`src/rtl/rv32_ex_muldiv.sv`:
```
// rv32_ex_muldiv: iterative RV32M multiply/divide execute unit, stalls the front end while it runs
module rv32_ex_muldiv #(
  parameter int XLEN = 32,
  parameter int STEP_BITS = 1,
  parameter int FAST_SPECIAL = 1
) (
  input  logic            clk,
  input  logic            reset,
  input  logic            in_valid,
  input  logic [31:0]     pc_in,
  input  logic [31:0]     iw_in,
  input  logic [XLEN-1:0] rs1_data_in,
  input  logic [XLEN-1:0] rs2_data_in,
  input  logic [4:0]      wb_reg_in,
  input  logic            wb_enable_in,
  input  logic            flush,
  output logic            stall_out,
  output logic            busy_out,
  output logic [4:0]      busy_reg_out,
  output logic            out_valid,
  output logic [31:0]     pc_out,
  output logic [31:0]     iw_out,
  output logic [XLEN-1:0] alu_out,
  output logic [4:0]      wb_reg_out,
  output logic            wb_enable_out
);
  localparam int N = XLEN / STEP_BITS;
  localparam int CW = $clog2(N + 1);
  localparam logic [XLEN-1:0] MIN = {1'b1, {(XLEN-1){1'b0}}};
  typedef enum logic [1:0] {IDLE, RUN, DONE} state_t;
  state_t state_q, state_d;
  logic [CW-1:0] cnt_q;
  logic [2*XLEN-1:0] acc_q, acc_step, prod;
  logic [XLEN-1:0] opa_q, res_o_q, m1, m2, spec_res, res, quot, rem, dr, dq;
  logic [XLEN+STEP_BITS-1:0] mul_sum;
  logic [XLEN:0] dt;
  logic [31:0] pc_q, iw_q, pc_o_q, iw_o_q;
  logic [4:0] rd_q, rd_o_q;
  logic [2:0] op_q, f3;
  logic wbe_q, wbe_o_q, neg_q, rneg_q;
  logic is_m, is_div, s1, s2, special, accept, enter_done;
  assign f3 = iw_in[14:12];
  assign is_m = iw_in[6:0] == 7'b0110011 && iw_in[31:25] == 7'b0000001;
  assign is_div = f3[2];
  assign s1 = rs1_data_in[XLEN-1] & (is_div ? ~f3[0] : f3[0] ^ f3[1]);
  assign s2 = rs2_data_in[XLEN-1] & (is_div ? ~f3[0] : f3[1:0] == 2'b01);
  assign m1 = s1 ? -rs1_data_in : rs1_data_in;
  assign m2 = s2 ? -rs2_data_in : rs2_data_in;
  assign special = FAST_SPECIAL != 0 && is_div &&
                   (rs2_data_in == '0 || (!f3[0] && rs1_data_in == MIN && rs2_data_in == '1));
  assign spec_res = rs2_data_in == '0 ? (f3[1] ? rs1_data_in : '1) : (f3[1] ? '0 : rs1_data_in);
  assign accept = state_q == IDLE && in_valid && is_m && !flush;
  // One iteration: multiply adds opa*digit into the high half and shifts right;
  // divide shifts the dividend out of the low half into the partial remainder.
  always_comb begin
    mul_sum = {{STEP_BITS{1'b0}}, acc_q[2*XLEN-1:XLEN]} +
              {{STEP_BITS{1'b0}}, opa_q} * (XLEN+STEP_BITS)'(acc_q[STEP_BITS-1:0]);
    dr = acc_q[2*XLEN-1:XLEN];
    dq = acc_q[XLEN-1:0];
    dt = '0;
    for (int i = 0; i < STEP_BITS; i++) begin
      dt = {dr, dq[XLEN-1]};
      dr = dt >= {1'b0, opa_q} ? XLEN'(dt - {1'b0, opa_q}) : dt[XLEN-1:0];
      dq = {dq[XLEN-2:0], dt >= {1'b0, opa_q}};
    end
    acc_step = op_q[2] ? {dr, dq} : {mul_sum, acc_q[XLEN-1:STEP_BITS]};
  end
  assign prod = neg_q ? -acc_q : acc_q;
  assign quot = neg_q ? -acc_q[XLEN-1:0] : acc_q[XLEN-1:0];
  assign rem = rneg_q ? -acc_q[2*XLEN-1:XLEN] : acc_q[2*XLEN-1:XLEN];
  assign res = op_q[2] ? (op_q[1] ? rem : quot)
                       : (op_q[1:0] == 2'b00 ? prod[XLEN-1:0] : prod[2*XLEN-1:XLEN]);
  always_comb begin
    state_d = state_q;
    case (state_q)
      IDLE:    state_d = accept ? (special ? DONE : RUN) : IDLE;
      RUN:     state_d = flush ? IDLE : (cnt_q == '0 ? DONE : RUN);
      default: state_d = IDLE;
    endcase
  end
  assign enter_done = state_d == DONE && state_q != DONE;
  always_ff @(posedge clk or negedge reset) begin
    if (!reset) begin
      state_q <= IDLE;
      cnt_q <= '0;
      acc_q <= '0;
      opa_q <= '0;
      op_q <= '0;
      neg_q <= 1'b0;
      rneg_q <= 1'b0;
      pc_q <= '0;
      iw_q <= '0;
      rd_q <= '0;
      wbe_q <= 1'b0;
      pc_o_q <= '0;
      iw_o_q <= '0;
      rd_o_q <= '0;
      wbe_o_q <= 1'b0;
      res_o_q <= '0;
    end else begin
      state_q <= state_d;
      if (accept) begin
        pc_q <= pc_in;
        iw_q <= iw_in;
        rd_q <= wb_reg_in;
        wbe_q <= wb_enable_in;
        op_q <= f3;
        opa_q <= is_div ? m2 : m1;
        acc_q <= {{XLEN{1'b0}}, is_div ? m1 : m2};
        // A zero divisor yields an all-ones quotient regardless of operand signs
        neg_q <= (s1 ^ s2) & (!is_div || rs2_data_in != '0);
        rneg_q <= s1;
        cnt_q <= CW'(N);
      end else if (state_q == RUN && cnt_q != '0) begin
        acc_q <= acc_step;
        cnt_q <= cnt_q - CW'(1);
      end
      if (enter_done) begin
        pc_o_q <= state_q == IDLE ? pc_in : pc_q;
        iw_o_q <= state_q == IDLE ? iw_in : iw_q;
        rd_o_q <= state_q == IDLE ? wb_reg_in : rd_q;
        wbe_o_q <= state_q == IDLE ? wb_enable_in : wbe_q;
        res_o_q <= state_q == IDLE ? spec_res : res;
      end
    end
  end
  assign stall_out = (state_q == IDLE && in_valid && is_m) || state_q == RUN;
  assign busy_out = state_q != IDLE;
  assign busy_reg_out = busy_out ? rd_q : '0;
  assign out_valid = state_q == DONE;
  assign pc_out = pc_o_q;
  assign iw_out = iw_o_q;
  assign alu_out = res_o_q;
  assign wb_reg_out = rd_o_q;
  assign wb_enable_out = wbe_o_q & out_valid;
endmodule

```
`config.mk`:
```
export PLATFORM = sky130hd
export DESIGN_NAME = rv32_ex_muldiv
export DESIGN_NICKNAME = d
export VERILOG_FILES = /design/src/rtl/rv32_ex_muldiv.sv
export SDC_FILE = /design/constraint.sdc
export NUM_CORES = 1
export LEC_CHECK = 0
export ABC_CLOCK_PERIOD_IN_PS = 8790
export BUFFER_PORTS_ARGS = -buffer_cell sky130_fd_sc_hd__buf_2
export CORE_ASPECT_RATIO = 1.2
export CORE_MARGIN = 1
export CORE_UTILIZATION = 30
export CTS_BUF_LIST = sky130_fd_sc_hd__clkbuf_4
export DETAILED_ROUTE_END_ITERATION = 10
export HOLD_SLACK_MARGIN = 0.08
export PLACE_DENSITY_LB_ADDON = 0.12
export SYNTH_ARGS = -nofsm -noshare
export SYNTH_HDL_FRONTEND = slang
export SYNTH_SLANG_ARGS = --single-unit
```
`constraint.sdc`:
```
create_clock -name clk -period 8.79 [get_ports clk]
set_input_delay 0 -clock clk [delete_from_list [all_inputs] [get_ports clk]]
set_output_delay 0 -clock clk [all_outputs]
set_load 0.02 [all_outputs]
```
==> Yosys cells after proc, flatten, opt, wreduce, memory -nomap -nowiden <==
Cells that the tools add are included.
{ "word_totals": {"ff_bits": 281, "latch_bits": 0, "mem_bits_rw": 0, "rom_bits": 0, "in_bits": 138, "output_inout_bits": 110, "wordCells": 97, "n_memories": 0} }
{ "classes": {"addsub": 8, "multipliers": 1, "div": 0, "order_cmp": 1, "n_eq_ne": 9, "shifts": 0, "n_mux": 32, "n_bitwise": 7, "n_reduce_logical": 23} }
{ "ops": {"columns": ["operator", "n"], "rows": [
  ["two-way mux 32 bit", 16],
  ["two-way mux 64 bit", 4],
  ["negator 32 bit", 4],
  ["equality test 32 bit, second input constant", 2],
  ["negator 64 bit", 1],
  ["adder 32 x 33 -> 33 bit", 1],
  [">= comparator 33 x 32 -> 1 bit", 1],
  ["multiplier 32 x 1 -> 33 bit", 1],
  ["logical NOT 32 bit", 1],
  ["nonzero test 32 bit", 1],
  ["subtractor 32 bit", 1],
  ["two-way mux 6 bit", 2],
  ["two-way mux 5 bit", 2],
  ["logical AND 1 bit", 9],
  ["two-way mux 2 bit", 4],
  ["equality test 7 x 1 -> 1 bit, second input constant", 1],
  ["equality test 7 x 6 -> 1 bit, second input constant", 1],
  ["logical NOT 6 bit", 1],
  ["nonzero test 6 bit", 1],
  ["subtractor 6 x 1 -> 6 bit, second input constant", 1],
  ["bitwise AND 1 bit", 4],
  ["equality test 2 x 1 -> 1 bit, second input constant", 2],
  ["equality test 2 bit, second input constant", 2],
  ["logical NOT 2 bit", 2],
  ["8 further kinds", 16]
]} }

==> Depth between registers and ports, before layout <==
{ "logic_depth": {"depth_word": 10, "ltp_mapped": 15, "mapped_depth_nobuf": 14} }

==> Least setup slack after synthesis <==
No wires, ideal clock.
{ "synth_timing": {"path_type": "reg-to-reg", "from": "register acc_q[0]", "to": "register acc_q[59]", "setup_time_ps": 83, "arrival_ps": 3382, "t_required_ps": 8707, "setup_slack_ps": 5325, "stages_incl_launch_ff": 16, "path_buffers": 2, "synth_period_minus_slack_ps": 3465, "cell_sequence": "dfrtp_1 -> inv_1 -> clkbuf_1 -> nor2_1 -> ha_1 -> clkbuf_1 -> a21oi_1 -> o211ai_1 -> a41oi_1 -> nor2b_1 -> a31o_2 -> o41a_1 -> a2111oi_0 -> nor3_1 -> o221a_2 -> o21ai_0"} }
{ "synth_via": {"elab_chain_cells": 5} }
{ "synth_lines": {"columns": ["element", "line", "rtl"], "rows": [
  ["start, declared", "33", "logic [2*XLEN-1:0] acc_q, acc_step, prod;"],
  ["start signal, assigned", "109", "acc_q <= {{XLEN{1'b0}}, is_div ? m1 : m2};"],
  ["start signal, assigned", "115", "acc_q <= acc_step;"],
  ["multiplier 32 x 1 -> 33 bit", "57", "{{STEP_BITS{1'b0}}, opa_q} * (XLEN+STEP_BITS)'(acc_q[STEP_BITS-1:0]);"],
  ["adder 32 x 33 -> 33 bit", "56", "mul_sum = {{STEP_BITS{1'b0}}, acc_q[2*XLEN-1:XLEN]} +"],
  ["two-way mux 64 bit", "66", "acc_step = op_q[2] ? {dr, dq} : {mul_sum, acc_q[XLEN-1:STEP_BITS]};"],
  ["two-way mux 64 bit", "114", "end else if (state_q == RUN && cnt_q != '0) begin"],
  ["two-way mux 64 bit", "102", "if (accept) begin"]
]} }
No other way between the ends. The select of a mux whose other input is x is not followed.
A chain may end at the register's enable or synchronous reset.

==> Worst setup path in the final report <==
{ "layout_timing": {"from": "input rs2_data_in[23]", "to": "register pc_o_q[27], in the netlist pc_out[27]"} }
{ "layout_via": {"elab_chain_cells": 9, "elab_cells_between_ends": 10, "classes_between": "eq/ne: 2; mux: 3; reduce/logical: 5"} }
{ "layout_lines": {"columns": ["element", "line", "rtl"], "rows": [
  ["start, declared", "13", "input logic [XLEN-1:0] rs2_data_in,"],
  ["equality test 32 bit", "50", "(rs2_data_in == '0 || (!f3[0] && rs1_data_in == MIN && rs2_data_in == '1));"],
  ["logical AND 1 bit", "50", null],
  ["logical OR 1 bit (*)", "50", null],
  ["logical AND 1 bit (*)", "49", "assign special = FAST_SPECIAL != 0 && is_div &&"],
  ["two-way mux 2 bit (*) (2 in a row)", "76", "IDLE: state_d = accept ? (special ? DONE : RUN) : IDLE;"],
  ["one-hot mux 2 bit (2 select lines) (*)", "75", "case (state_q)"],
  ["equality test 2 bit (*)", "81", "assign enter_done = state_d == DONE && state_q != DONE;"],
  ["logical AND 1 bit (*)", "81", null],
  ["end signal, assigned", "119", "pc_o_q <= state_q == IDLE ? pc_in : pc_q;"],
  ["end, declared", "37", "logic [31:0] pc_q, iw_q, pc_o_q, iw_o_q;"]
]} }
Every way passes the cells marked *; elsewhere a longest branch is shown, timed or not.

==> run metrics <==
total track usage=0.2493; Final Hold Viols=0; row count=105; die height=291.9 um; CP dominant cell by count=nand2_1; status=finished, final reports clean; peak supply drop=66.24 uV; first-pass GRT wire length=135.8 mm; Final Max Tran Viols=0; nets@finish=3,384; Avg Inst Size Synth=7.850 sq um; # clock sinks=278; crit path buf inv count=5; DR WL/cell=21.69 um; Die Wd=243.6 um; Startpoint Class=input port; worst path cell trace=dlygate4sd3_1 -> buf_2 -> or3_1 -> or3_1 -> or4_1 -> dlygate4sd3_1 -> nor3_1 -> nand2_1 -> nand2_1 -> o21ai_4 -> buf_4 -> buf_4 -> nand2_1 -> o21ai_0; drt total wl=89.84 mm; synthesized area=0.02102 sq mm; Final min period=4.168 ns; synthesized net count=2,888; leading area contributor after synthesis=dfrtp_1; TritonCTS clock tree=built; vias in the first global route=22,080; Worst EP arrival=4.82 ns; achievable frequency=239.9 MHz; Yosys reg bits=278; # IOs=248; hpwl dp=64.57 mm; Post-route DRC=0; gpl congestion=0.9767; Post-synth EDFFs=0; remaining global-route overflow=0; initial DRC count=1,688; routed vias=22,120; Final Setup Violations=0; vias per cell=5.338; Bufs on Longest Clock Path=3; Slew HR=0.2668; post-cts repair resize count=0; CTS Buf Count=83; actual slew at the worst max-slew pin=1.097 ns; final worst slack=4.622 ns; Synth Flop Type=dfrtp_1; P per Cell Area=110.3 mW/mm^2; Max-Cap Viols=0; sequential fraction of the synthesis area=0.3310; synth-to-layout area growth=29.42%; core area=0.06884 sq mm; RSZ-0062 raised after global routing=false; clk slew on worst S/H paths=0.06 ns; largest net degree at the start of global routing=97; worst setup path category=input port to flop; antenna violations before repair=6; Setup crit end kind=flop; Ys Warns=0; Cells after Synth=2,677; final worst path period share=0.4742; post-route ant nets=0; worst skew pair latency=0.90 ns; Clock Skew=0.1115 ns; Worst path top cell family by delay=simple AND/OR/NAND/NOR gates; Yosys cell types=80; IO buf count=247; min-delay worst type=input port to flop; root buffer cell=clkbuf_4; Async SR Flop Fraction=1.000; layout cells sized above 1=0.1451; CTS H-tree depth=3; die area=0.07112 sq mm; pre-CTS setup slack=4.601 ns; Leak Pwr=12.45 nW; Initial Util=0.3053; Synth top area share=0.3310; Critical Path Slowest Stage Cell=nor3_1; Synth area leaders=dfrtp_1, nand2_1, o21ai_0; Critical Path Max Stage Delay=0.71 ns; DR pass1 iterations=6; setup_tns=0 ns; Critical Path RT=9.44 ns; Max Fanout on Critical Path=96
==> worst register-to-register path: stages, from the launching register on <==
cell and delay [ns]:
dfrtp_1 0.60, ha_1 0.31, inv_1 0.08, fa_1 0.41, nand2b_1 0.21, a21oi_1 0.30
o211ai_1 0.18, a21boi_0 0.52, a31o_2 0.27, o41a_1 0.29, a2111oi_0 0.15, nor3_1 0.31
o221a_2 0.23, o21ai_0 0.06
==> cells in the mapped netlist (all sizes together) (30+ instances only) <==
| master | number |
|---|---|
| a21o | 34 |
| xor2 | 94 |
| nand3 | 40 |
| nand2 | 471 |
| mux2i | 121 |
| o211ai | 57 |
| nor2 | 212 |
| dfrtp | 278 |
| ha | 71 |
| nor3 | 33 |
| inv | 74 |
| o21ai | 291 |
| a21oi | 195 |
| clkbuf | 162 |
| nand2b | 30 |
| xnor2 | 102 |
==> logic make-up after synthesis <==
logic type	Yosys count	synth area share
AOI/OAI and AO/OA	768	0.2214
muxes	132	0.06353
DFF	278	0.3310
adders and majority gates	73	0.04418
buffers and inverters	267	0.05269
xor gates and xnor gates	196	0.08169
and+or+nand+nor	963	0.2055
==> where the power goes <==
part	switching (mW)	leakage (nW)	total (mW)	internal, mW
clock	0.646	0.622	1.29	0.643
sequential	0.00956	3.59	1.30	1.29
combinational	0.222	8.24	0.412	0.190
==> area by class of cell <==
| class | count | area, sq um |
|---|---|---|
| sequential | 278 | 6962 |
| inverter | 74 | 277.8 |
| clock inverter | 22 | 128.9 |
| tap | 909 | 1137 |
| fill | 7251 | 41640 |
| antenna | 2 | 5.005 |
| multi-input combinational | 2132 | 13010 |
| clock buffer | 122 | 915.9 |
| timing repair buffer | 604 | 4762 |
==> placed cells by master (no fill, tap or decap), types with 11 or more instances in the layout <==
| cell type | instances |
|---|---|
| a21o_1 | 34 |
| o21a_1 | 15 |
| o211ai_1 | 56 |
| clkinv_1 | 15 |
| inv_1 | 72 |
| and2_1 | 17 |
| xnor2_1 | 102 |
| nand4_1 | 25 |
| and3_1 | 12 |
| mux2_2 | 11 |
| nand2_1 | 471 |
| dlygate4sd3_1 | 325 |
| clkbuf_4 | 122 |
| xor2_1 | 94 |
| nand2b_1 | 29 |
| o21ai_0 | 285 |
| o41ai_1 | 11 |
| a211oi_1 | 17 |
| nand3_1 | 39 |
| nor2_1 | 210 |
| buf_2 | 245 |
| ha_1 | 71 |
| buf_4 | 32 |
| nor2b_1 | 21 |
| nor3_1 | 33 |
| o31ai_1 | 25 |
| a31oi_1 | 29 |
| or2_2 | 17 |
| dfrtp_1 | 276 |
| or3_1 | 27 |
| or4_1 | 15 |
| mux2i_1 | 121 |
| a21oi_1 | 194 |
| nor4_1 | 17 |
==> final timing paths <==
kind / startpoint / to / slack [ns] / cells past startpoint
max in group asynchronous: reset / iw_q[14] / 7.52 / 4
min: rs1_data_in[10] / alu_out[10] / 0.22 / 4
min reg2reg: pc_q[16] / pc_q[16] / 0.46 / 2
max reg2reg: acc_q[32] / acc_q[59] / 4.75 / 13
min in group asynchronous: reset / pc_out[14] / 0.41 / 4
max: rs2_data_in[23] / pc_out[27] / 4.62 / 14
==> per-stage QoR <==
step           cells  power [mW]  utilization  cell area, sq um  hold WS (ns)
2_1_floorplan   2677       1.454            -             21020       -0.2956
3_3_place_gp    3671       1.612       0.3322             22870        0.1005
3_5_place_dp    3671       1.612       0.3322             22870        0.1080
4_1_cts         4141       3.048       0.3950             27190        0.1081
5_1_grt         4143       3.154       0.3951             27200        0.2035
6_report        4143       3.001       0.3951             27200        0.2186
==> metal layers <==
layer | vias to the layer above | GRT usage | part of all wire
li1 | 10480 | - | -
met1 | 10650 | 0.3180 | 0.43
met2 | 804 | 0.4078 | 0.47
met3 | 188 | 0.03952 | 0.059
met4 | 4 | 0.1229 | 0.046
met5 | - | 0 | 0.00026
==> state kept, by name, summed over array words and instances (netlist names), 6 cells and up <==
register  flops
iw_out       32
iw_q         32
cnt_q         6
opa_q        32
pc_out       32
acc_q        64
pc_q         32
alu_out      32
==> timing repair <==
| item | in CTS | in global routing |
|---|---|---|
| setup buffers | 0 | 0 |
| hold endpoints to repair | 498 | 0 |
| hold buffers | 326 | 0 |
Note: power is estimated with default switching activity, not from simulation.
